### src/rtl/ultra_sonic_pkg.sv
`default_nettype none
// +--------------------------------------------------------------------+
// | ultra_sonic_pkg : states, default timings and helpers for responder |
// | Rev 1.0                                                            |
// +--------------------------------------------------------------------+
package ultra_sonic_pkg;

  typedef enum logic [2:0] {
    ST_IDLE      = 3'd0,
    ST_TRIG_HIGH = 3'd1,
    ST_BURST     = 3'd2,
    ST_ECHO      = 3'd3,
    ST_HOLDOFF   = 3'd4
  } state_e;

  localparam int DEF_MIN_TRIG    = 500;
  localparam int DEF_BURST_DELAY = 23000;
  localparam int DEF_NO_OBJ_LEN  = 1900000;
  localparam int DEF_HOLDOFF     = 50000;

  function automatic int max_int(input int a, input int b);
    return (a > b) ? a : b;
  endfunction

endpackage
`default_nettype wire

### src/rtl/ultra_sonic_responder_if.sv
`default_nettype none
// +--------------------------------------------------------------------+
// | ultra_sonic_responder_if : GPIO-side and config signals            |
// | Rev 1.0                                                            |
// +--------------------------------------------------------------------+
interface ultra_sonic_responder_if;
  logic        trigger;
  logic        echo;
  logic [15:0] cfg_len;
  logic        cfg_we;
  logic        busy;
  logic        echo_done;
  logic [7:0]  runt_count;

  modport slave (
    input  trigger, cfg_len, cfg_we,
    output echo, busy, echo_done, runt_count
  );

  modport master (
    output trigger, cfg_len, cfg_we,
    input  echo, busy, echo_done, runt_count
  );
endinterface
`default_nettype wire

### src/rtl/ultra_sonic_sync.sv
`default_nettype none
// +--------------------------------------------------------------------+
// | ultra_sonic_sync : 2-flop synchronizer for the GPIO trigger        |
// | Rev 1.0                                                            |
// +--------------------------------------------------------------------+
module ultra_sonic_sync (
  input  logic clk,
  input  logic reset,
  input  logic d_i,
  output logic q_o
);
  logic meta_q;
  logic sync_q;

  always_ff @(posedge clk) begin
    if (reset) begin
      meta_q <= 1'b0;
      sync_q <= 1'b0;
    end else begin
      meta_q <= d_i;
      sync_q <= meta_q;
    end
  end

  assign q_o = sync_q;
endmodule
`default_nettype wire

### src/rtl/ultra_sonic_responder.sv
`default_nettype none
// +--------------------------------------------------------------------+
// | ultra_sonic_responder : HC-SR04 style trigger/echo sensor emulator |
// | Rev 1.0                                                            |
// +--------------------------------------------------------------------+
module ultra_sonic_responder
  import ultra_sonic_pkg::*;
#(
  parameter int MIN_TRIG    = DEF_MIN_TRIG,
  parameter int BURST_DELAY = DEF_BURST_DELAY,
  parameter int NO_OBJ_LEN  = DEF_NO_OBJ_LEN,
  parameter int HOLDOFF     = DEF_HOLDOFF
) (
  input  logic                    clk,
  input  logic                    reset,
  ultra_sonic_responder_if.slave  bus
);
  localparam int TRIG_W = max_int(1, $clog2(MIN_TRIG + 1));
  localparam int CNT_W  = max_int(24, max_int($clog2(NO_OBJ_LEN + 1),
                          max_int($clog2(BURST_DELAY + 1), $clog2(HOLDOFF + 1))));

  localparam logic [TRIG_W-1:0] TRIG_ONE     = TRIG_W'(1);
  localparam logic [TRIG_W-1:0] TRIG_MAX     = TRIG_W'(MIN_TRIG);
  localparam logic [CNT_W-1:0]  CNT_ONE      = CNT_W'(1);
  localparam logic [CNT_W-1:0]  BURST_LAST   = CNT_W'(BURST_DELAY - 1);
  localparam logic [CNT_W-1:0]  NO_OBJ_LAST  = CNT_W'(NO_OBJ_LEN - 1);
  localparam logic [CNT_W-1:0]  HOLDOFF_LAST = CNT_W'(HOLDOFF - 1);

  logic              trig_s;
  logic              trig_prev_q;
  state_e            state_q;
  logic [TRIG_W-1:0] trig_cnt_q;
  logic [CNT_W-1:0]  cnt_q;
  logic [CNT_W-1:0]  echo_last;
  logic [15:0]       len_shadow_q;
  logic [15:0]       len_q;
  logic [7:0]        runt_q;
  logic              echo_q;
  logic              busy_q;
  logic              done_q;

  ultra_sonic_sync u_sync (
    .clk   (clk),
    .reset (reset),
    .d_i   (bus.trigger),
    .q_o   (trig_s)
  );

  // Echo length is len_q * 256 cycles; a zero length means "nothing in range".
  always_comb begin
    echo_last = NO_OBJ_LAST;
    if (len_q != 16'd0) echo_last = CNT_W'({len_q, 8'h00}) - CNT_ONE;
  end

  always_ff @(posedge clk) begin
    if (reset) begin
      trig_prev_q  <= 1'b0;
      state_q      <= ST_IDLE;
      trig_cnt_q   <= '0;
      cnt_q        <= '0;
      len_shadow_q <= '0;
      len_q        <= '0;
      runt_q       <= '0;
      echo_q       <= 1'b0;
      busy_q       <= 1'b0;
      done_q       <= 1'b0;
    end else begin
      trig_prev_q <= trig_s;
      done_q      <= 1'b0;
      if (bus.cfg_we) len_shadow_q <= bus.cfg_len;

      case (state_q)
        ST_IDLE: begin
          if (trig_s && !trig_prev_q) begin
            state_q    <= ST_TRIG_HIGH;
            trig_cnt_q <= TRIG_ONE;
            busy_q     <= 1'b1;
          end
        end
        ST_TRIG_HIGH: begin
          if (trig_s) begin
            if (trig_cnt_q < TRIG_MAX) trig_cnt_q <= trig_cnt_q + TRIG_ONE;
          end else if (trig_cnt_q >= TRIG_MAX) begin
            state_q <= ST_BURST;
            len_q   <= len_shadow_q;
            cnt_q   <= '0;
          end else begin
            state_q <= ST_IDLE;
            busy_q  <= 1'b0;
            if (runt_q != 8'hFF) runt_q <= runt_q + 8'd1;
          end
        end
        ST_BURST: begin
          if (cnt_q == BURST_LAST) begin
            state_q <= ST_ECHO;
            echo_q  <= 1'b1;
            cnt_q   <= '0;
          end else begin
            cnt_q <= cnt_q + CNT_ONE;
          end
        end
        ST_ECHO: begin
          if (cnt_q == echo_last) begin
            state_q <= ST_HOLDOFF;
            echo_q  <= 1'b0;
            done_q  <= 1'b1;
            cnt_q   <= '0;
          end else begin
            cnt_q <= cnt_q + CNT_ONE;
          end
        end
        ST_HOLDOFF: begin
          if (cnt_q == HOLDOFF_LAST) begin
            state_q <= ST_IDLE;
            busy_q  <= 1'b0;
            cnt_q   <= '0;
          end else begin
            cnt_q <= cnt_q + CNT_ONE;
          end
        end
        default: begin
          state_q <= ST_IDLE;
          busy_q  <= 1'b0;
          echo_q  <= 1'b0;
        end
      endcase
    end
  end

  assign bus.echo       = echo_q;
  assign bus.busy       = busy_q;
  assign bus.echo_done  = done_q;
  assign bus.runt_count = runt_q;
endmodule
`default_nettype wire

### src/flat_wrapper.sv
// flat-port wrapper written by rule: the top's interface ports become plain ports
module ultra_sonic_responder_flat import ultra_sonic_pkg::*;
#(
  parameter int MIN_TRIG    = DEF_MIN_TRIG,
  parameter int BURST_DELAY = DEF_BURST_DELAY,
  parameter int NO_OBJ_LEN  = DEF_NO_OBJ_LEN,
  parameter int HOLDOFF     = DEF_HOLDOFF
)
  (clk, reset, bus_trigger, bus_cfg_len, bus_cfg_we, bus_echo, bus_busy, bus_echo_done, bus_runt_count);
  ultra_sonic_responder_if bus_i ();
  input  logic clk;
  input  logic reset;
  input wire logic [$bits(bus_i.trigger)-1:0] bus_trigger;
  input wire logic [$bits(bus_i.cfg_len)-1:0] bus_cfg_len;
  input wire logic [$bits(bus_i.cfg_we)-1:0] bus_cfg_we;
  output wire logic [$bits(bus_i.echo)-1:0] bus_echo;
  output wire logic [$bits(bus_i.busy)-1:0] bus_busy;
  output wire logic [$bits(bus_i.echo_done)-1:0] bus_echo_done;
  output wire logic [$bits(bus_i.runt_count)-1:0] bus_runt_count;
  assign bus_i.trigger = bus_trigger;
  assign bus_i.cfg_len = bus_cfg_len;
  assign bus_i.cfg_we = bus_cfg_we;
  assign bus_echo = bus_i.echo;
  assign bus_busy = bus_i.busy;
  assign bus_echo_done = bus_i.echo_done;
  assign bus_runt_count = bus_i.runt_count;
  ultra_sonic_responder #(.MIN_TRIG(MIN_TRIG), .BURST_DELAY(BURST_DELAY), .NO_OBJ_LEN(NO_OBJ_LEN), .HOLDOFF(HOLDOFF)) u_core (.clk(clk), .reset(reset), .bus(bus_i));
endmodule
### config.mk
export PLATFORM = sky130hd
export DESIGN_NAME = ultra_sonic_responder_flat
export DESIGN_NICKNAME = d
export VERILOG_FILES = /design/src/rtl/ultra_sonic_pkg.sv /design/src/rtl/ultra_sonic_responder_if.sv /design/src/rtl/ultra_sonic_sync.sv /design/src/rtl/ultra_sonic_responder.sv /design/src/flat_wrapper.sv
export SDC_FILE = /design/constraint.sdc
export NUM_CORES = 1
export LEC_CHECK = 0
export ABC_AREA = 1
export CAP_MARGIN = 25
export CORE_MARGIN = 2
export CORE_UTILIZATION = 54
export DETAILED_ROUTE_END_ITERATION = 10
export PLACE_DENSITY = 0.88
export SYNTH_ARGS = -nofsm -noshare
export SYNTH_HDL_FRONTEND = slang
export SYNTH_SLANG_ARGS = --single-unit
export TNS_END_PERCENT = 30
### constraint.sdc
create_clock -name clk -period 2.1 [get_ports clk]
set_input_delay 0.315 -clock clk [delete_from_list [all_inputs] [get_ports clk]]
set_output_delay 0.315 -clock clk [all_outputs]
set_load 0.02 [all_outputs]
==> results by group, run 1 <==
Power and ir drop
  – LEAKAGE: 2.76 nW
  – Logic pwr share: 25.9%
  – Internal power: around 2.6 mW
  – Clk pwr share: between 30% and 40%
  – Power per cell area: about 630 nW/um^2
  – Power, Total: ~3.9 mW
  – P_sw: 1.33 mW
  – Sequential power share: 43.4%
  – Peak supply drop: about 0.68 mV
  – Sw Share: roughly 34%

Setup path
  – Critical Path RT: 2.34 ns
  – Critical Path Start Type: flop
  – Critical R2R Launch: u_core.len_q[1]$_SDFFE_PP0P_
  – Critical Path Fanout Max: 11
  – Cells on worst reg2reg path: 17
  – Flop2flop setup slack: -0.12 ns
  – Worst path arrival time: about 2.5 ns
  – Worst r2r dst: u_core.cnt_q[3]$_SDFFE_PP0P_
  – Critical path class: flop to flop
  – CP Capture Type: flop

Global route
  – First-pass GRT wire length: ~22000 um
  – Remaining global-route overflow: 0
  – Vias in the first global route: between 5000 and 6000
  – Pin count of the biggest net entering global routing: 34
  – Antenna violations before repair: 0
  – All-layer global routing usage: 28.4%

Logic synthesis
  – Post-synth cell types: 37
  – Post-synthesis compound-gate area fraction: between 10% and 20%
  – Mean area per synthesized cell: ~6.5 sq um
  – Syn Inst Count: approximately 730
  – Simple-Gate Fraction of Synth Area: roughly 36%
  – Post-Synthesis Cell Area: around 4700 sq um
  – Dominant cells by area after synthesis: dfxtp_1, nand2_1, nor2_1
  – Mux share of post-synthesis cell area: 0%
  – Ys Warns: 0
  – Main combinational cell family by area after synthesis: simple AND/OR/NAND/NOR gates
  – Seq/Total Area, Yosys: roughly a third
  – Mapped Nets: 750
  – Adder-cell share of the synthesized area: between 1 and 1.5%
  – Commonest cells post-synth: nand2_1, nor2_1, inv_1, dfxtp_1, a21oi_1
  – Synth top area share: 35.1%
  – Async SR Flop Fraction: 0%
  – Largest area contributor in the netlist: dfxtp_1
  – Count leader, synth: nand2_1
  – Main synth FF type: dfxtp_1
  – #FFs+latches synth: between 80 and 90
  – Post-synthesis xor/xnor area fraction: between 5 and 6%
  – Number of flops mapped to enable cells by yosys: 0

Floorplan
  – DIE WIDTH: roughly 97 um
  – Die area: 9420 sq um
  – Core ar.: 8300 sq um
  – Starting Density: between 50% and 60%
  – Die Ht: ~97 um
  – IO Count: 31
  – # rows: 33

STA
  – Final setup viols: 28
  – Fmax achieved: 450 MHz
  – Clock skew: 0.0184 ns
  – Slew Viols, Final: 0
  – WHS: roughly 0.41 ns
  – Final worst slack: -0.121 ns
  – Hold Vio Cnt, Final: 0
  – Max-slew headroom: a little under three fifths
  – Final Cycle Share: 106%
  – Final Critical Period: between 2 and 2.5 ns
  – Unrepaired setup endpoints after global routing: true
  – Worst Max-Slew Pin Slew: approximately 0.65 ns

Clock tree
  – Clock sink count: 82
  – Worst-Skew Late Latency: roughly 0.37 ns
  – Clock slew at reported path FFs: around 0.09 ns
  – Total CTS buffers: 9
  – Maximum root-to-sink buffer count: 2
  – CTS Hold Bufs: 0
  – TritonCTS clock tree: built
  – Root buffer cell: clkbuf_8
  – CTS H-tree depth: 3

Outcome
  – Failing checks: setup timing
  – Status: complete, but fails checks

Detailed routing
  – DRC: 0
  – Drt first pass iters: 6
  – DR iter-0 viols: about 430
  – Post-DR vias/cell: 5.50
  – Final wirelength: between 10000 and 15000 um
  – Routed Antenna Nets: 0
  – Vias post-DR: approximately 5200
  – Per-cell routed wire length: about 14 um

Placed design
  – Port buffer count: 30
  – Global placement routability congestion: roughly 0.97
  – Final HPWL DP: a little over 9000 um

Final layout
  – Share of cells above drive strength 1: 21.0%
  – Util after Layout: approximately 74%
  – Final #Nets: around 860
  – P&R area growth vs syn: 30.9%
  – N_diodes: 0

Min path
  – Hold_sp: u_core.u_sync.meta_q$_SDFF_PP0_
  – Hold Crit Class: flop to flop
  – WHS Path Cells: 2
  – Hold Path End: u_core.u_sync.q_o$_SDFF_PP0_

Flow run
  – Maxcap violations: 0
## worst max-delay path: stages, from the launching register on
cell and delay [ns]:
dfxtp_2 0.35, inv_2 0.07, ha_4 0.16, nand2_4 0.08, nor2_4 0.27, nand2_8 0.10
nand2_1 0.08, nand2_1 0.05, nand2_1 0.06, nand2_2 0.06, nor2_1 0.10, nand3_1 0.10
nor2_2 0.12, nand2_2 0.10, nand2_8 0.15, nand2_8 0.10, nand2_1 0.09, a21oi_1 0.05
## cells by family (layout without fill, tap and decap cells)
family | after synthesis | in the layout
compound gates | 102 | 102
xor+xnor | 26 | 26
fa+ha+maj | 5 | 5
buf+inv | 127 | 236
flops | 82 | 82
simple gates | 383 | 387
## worst max path at each step
| stage | from | cells after the start | slack [ns] | end |
|---|---|---|---|---|
| after floorplan | u_core.len_q[0]$_SDFFE_PP0P_ | 16 | 0.02 | u_core.cnt_q[0]$_SDFFE_PP0P_ |
| after global placement | u_core.len_q[1]$_SDFFE_PP0P_ | 17 | -0.1 | u_core.cnt_q[0]$_SDFFE_PP0P_ |
| after detailed placement | u_core.len_q[1]$_SDFFE_PP0P_ | 16 | -0.16 | u_core.cnt_q[19]$_SDFFE_PP0P_ |
| after CTS | u_core.len_q[1]$_SDFFE_PP0P_ | 18 | -0.05 | u_core.bus.echo$_SDFFE_PP0P_ |
| after global routing | u_core.len_q[1]$_SDFFE_PP0P_ | 16 | -0.24 | u_core.state_q[0]$_SDFFE_PP0P_ |
| final | u_core.len_q[1]$_SDFFE_PP0P_ | 17 | -0.12 | u_core.cnt_q[3]$_SDFFE_PP0P_ |
## routing by layer
metal | routed length [um] | vias to the layer above | track usage [%]
met1 | 5680 | 2370 | 33.6
met3 | 914 | 56 | 7.12
li1 | - | 2532 | -
met4 | 395 | 0 | 10.8
met2 | 6600 | 227 | 49.4
met5 | 0 | - | 0
## sequential cells by signal, indices dropped and copies added, names as in the netlist
signal,flops
u_core.cnt_q,24
u_core.u_sync.q_o,1
u_core.len_shadow_q,16
u_core.trig_prev_q,1
u_core.bus.echo,1
u_core.bus.echo_done,1
u_core.len_q,16
u_core.u_sync.meta_q,1
u_core.bus.busy,1
u_core.bus.runt_count,8
u_core.trig_cnt_q,9
u_core.state_q,3
## through the flow
stage	instances	cell area [sq um]	worst slack, ns	TNS [ns]
after floorplan	725	4680	0.0174	0
after global placement	915	5610	-0.0968	-1.90
after detailed placement	915	5610	-0.158	-3.47
after CTS	940	5990	-0.0454	-0.327
after global routing	943	6130	-0.240	-6.09
final	943	6130	-0.121	-2.85
## power by group through the flow
stage	logic (mW)	registers (mW)	clock network [mW]
CTS	0.939	1.68	1.20
global route	1.10	1.70	1.27
finish	1.01	1.69	1.19
floorplan	0.525	1.74	0
global placement	0.788	1.71	0
detailed placement	0.815	1.72	0
## cells in the final DEF, fill, tap and decap left out, drive strengths merged, types with 9 or more instances in the layout
master and n:
dfxtp 82, xor2 24, a21oi 52, buf 89
o21ai 43, nor3 20, nor2 112, nand2 177
nand3 42, clkbuf 9, clkdlybuf4s50 30, nand4 21
inv 102
## final cells by class
| type | instances | area (sq um) |
|---|---|---|
| sequential | 82 | 1650 |
| multi-input combinational | 520 | 2770 |
| fill | 586 | 2170 |
| tap | 105 | 131 |
| clock buffer | 9 | 124 |
| inverter | 101 | 383 |
| clock inverter | 7 | 76.3 |
| timing repair buffer | 119 | 993 |
## repair_timing
| action | in CTS | in global routing |
|---|---|---|
| endpoints found under the setup margin | 31 | 50 |
| setup buffers | 5 | 3 |
| gates cloned | 4 | 0 |
| pin swaps | 10 | 16 |
| gates resized for setup | 26 | 38 |
(Power assumes the default switching activity.)
==> run 2: changes to the inputs <==
clock period = 1.9 ns   (was 2.1 ns; I/O delays follow)
==> results by group, run 2 (same netlist as run 1, synthesis figures left out) <==
Final layout
  – Area of the multi-input gates: around 2800 sq um
  – P&R area growth vs syn: 39.9%
  – Fill count: 468
  – Most frequent cells in the layout: nand2_1, buf_4, inv_1, nor2_1, dfxtp_1
  – Util after Layout: about four fifths
  – Share of cells above drive strength 1: between 20% and 30%
  – Biggest register: u_core.cnt_q
  – Biggest regs: u_core.cnt_q x24, u_core.len_q x16, u_core.len_shadow_q x16
  – Max reg flops: 24
  – N_diodes: 0
  – Commonest non-fill, non-tap cell in the layout: nand2_1
  – Final #Nets: between 900 and 1000
  – Reg area: ~1700 sq um

STA
  – Final Cycle Share: 135%
  – Max-slew headroom: 66.7%
  – Hold Vio Cnt, Final: 0
  – Clock skew: ~0.013 ns
  – Final Critical Period: 2.57 ns
  – Final worst slack: -0.671 ns
  – Fmax achieved: 389 MHz
  – Slew Viols, Final: 0
  – Worst Max-Slew Pin Slew: 0.497 ns
  – Final setup viols: 28
  – Unrepaired setup endpoints after global routing: true

Power and ir drop
  – P_sw: about 1.6 mW
  – Logic pwr share: around 29%
  – Sw Share: 35.7%
  – Sequential power share: 41.4%
  – Power per cell area: 692 nW/um^2
  – Internal power: about 2.9 mW
  – Power, Total: 4.53 mW
  – Peak supply drop: slightly below 0.8 mV
  – LEAKAGE: approximately 3 nW
  – Clk pwr share: roughly 30%

Floorplan
  – IO Count: 31
  – Die area: ~9400 sq um
  – DIE WIDTH: between 90 and 100 um
  – Die Ht: approximately 97 um
  – # rows: 33
  – Core ar.: between 8000 and 9000 sq um
  – Starting Density: around 56%

Detailed routing
  – Final wirelength: around 17000 um
  – Met2 Wirelength: roughly 8100 um
  – Met3 Wirelength: 1780 um
  – DR iter-0 viols: a little over 600
  – Highest routed layer: met4
  – Per-cell routed wire length: around 18 um
  – WL met1: 6380 um
  – Vias post-DR: between 5000 and 6000
  – Routed Antenna Nets: 0
  – Post-DR vias/cell: ~6.0
  – DRC: 0
  – Drt first pass iters: 6

Clock tree
  – TritonCTS clock tree: built
  – CTS H-tree depth: 3
  – Clock slew at reported path FFs: 0.09 ns
  – Worst-Skew Late Latency: about 0.37 ns
  – Clock sink count: 82
  – Total CTS buffers: 9
  – Maximum root-to-sink buffer count: 2
  – Root buffer cell: clkbuf_8

Placed design
  – Final HPWL DP: 9960 um
  – Global placement routability congestion: roughly 1
  – Placement Setup Slack: -0.398 ns
  – Port buffer count: 30

Setup path
  – Flop2flop setup slack: -0.67 ns
  – Worst r2r dst: u_core.cnt_q[5]$_SDFFE_PP0P_
  – Critical path class: flop to flop
  – CP Capture Type: flop
  – Critical Path Fanout Max: 8
  – Cells on worst reg2reg path: 15
  – Worst path arrival time: approximately 2.8 ns
  – Critical Path RT: about 2.1 ns
  – Critical R2R Launch: u_core.len_q[8]$_SDFFE_PP0P_
  – Critical Path Start Type: flop

Min path
  – WHS Path Cells: 2
  – Hold_sp: u_core.u_sync.meta_q$_SDFF_PP0_
  – Hold Path End: u_core.u_sync.q_o$_SDFF_PP0_
  – Hold Crit Class: flop to flop

Global route
  – Antenna violations before repair: 0
  – First-pass GRT wire length: about 25000 um
  – Pin count of the biggest net entering global routing: 44
  – Remaining global-route overflow: 0
  – Vias in the first global route: 5672
  – All-layer global routing usage: between 30% and 40%

Outcome
  – Status: complete, but fails checks
  – Failing checks: setup timing

Flow run
  – Maxcap violations: 0
[run 2: layout make-up]
class / count / share of cell area (%)
well taps: 105 / 2.01
clock inverters: 6 / 1.13
clock buffers: 10 / 1.95
flip-flops and latches: 82 / 25.2
inverters: 101 / 5.89
multi-input cells: 521 / 43.0
repair buffers: 163 / 20.8
[run 2: how the worst max path moves through the flow]
| stage | from | to | cells past startpoint |
|---|---|---|---|
| 2_1_floorplan | u_core.cnt_q[0]$_SDFFE_PP0P_ | u_core.cnt_q[20]$_SDFFE_PP0P_ | 16 |
| 3_3_place_gp | u_core.len_q[2]$_SDFFE_PP0P_ | u_core.cnt_q[0]$_SDFFE_PP0P_ | 16 |
| 3_5_place_dp | u_core.len_q[4]$_SDFFE_PP0P_ | u_core.cnt_q[3]$_SDFFE_PP0P_ | 16 |
| 4_1_cts | u_core.len_q[0]$_SDFFE_PP0P_ | u_core.state_q[0]$_SDFFE_PP0P_ | 17 |
| 5_1_grt | u_core.len_q[9]$_SDFFE_PP0P_ | u_core.cnt_q[5]$_SDFFE_PP0P_ | 15 |
| 6_report | u_core.len_q[8]$_SDFFE_PP0P_ | u_core.cnt_q[5]$_SDFFE_PP0P_ | 15 |
[run 2: what timing repair did]
action                                  in CTS  in global routing
gates resized for setup                     14                 50
hold buffers                                 0                  0
endpoints found under the setup margin      28                 47
pin swaps                                    3                 21
gates cloned                                 4                  1
hold endpoints to repair                     0                  0
setup buffers                                7                 10
[run 2: layer usage]
metal / track usage (%) / vias up
met5: 0 / -
met4: 16.7 / 0
met3: 6.83 / 125
met2: 56.6 / 415
met1: 36.2 / 2718
li1: - / 2621
[run 2: critical path, stage by stage, from the launching register on]
cell     delay, ns
dfxtp_1       0.35
nor2_1        0.25
nand2_1       0.16
nor2_4        0.21
buf_12        0.15
nand2_4       0.07
nand4_1       0.17
nand2_1       0.09
nor2_1        0.12
nand2_1       0.10
nor2_2        0.15
nand2_2       0.10
nand2_8       0.18
nand2_8       0.10
nand2_1       0.11
a21oi_1       0.09
[run 2: power groups by stage]
stage               Sequential, mW  Combinational [mW]  Clock (mW)
floorplan                     1.93               0.580           0
global placement              1.90               0.948           0
detailed placement            1.91               0.991           0
CTS                           1.87                1.11        1.33
global route                  1.88                1.38        1.42
finish                        1.87                1.30        1.36
[run 2: through the flow]
step                      cells  instance area (sq um)  TNS (ns)  hold slack [ns]
final                       988                   6550    -16.68            0.416
after global routing        988                   6550    -19.89            0.432
after CTS                   977                   6300     -9.13            0.419
after detailed placement    950                   5900     -9.94            0.403
after global placement      950                   5900     -6.93            0.406
after floorplan             725                   4710   -0.0333            0.388
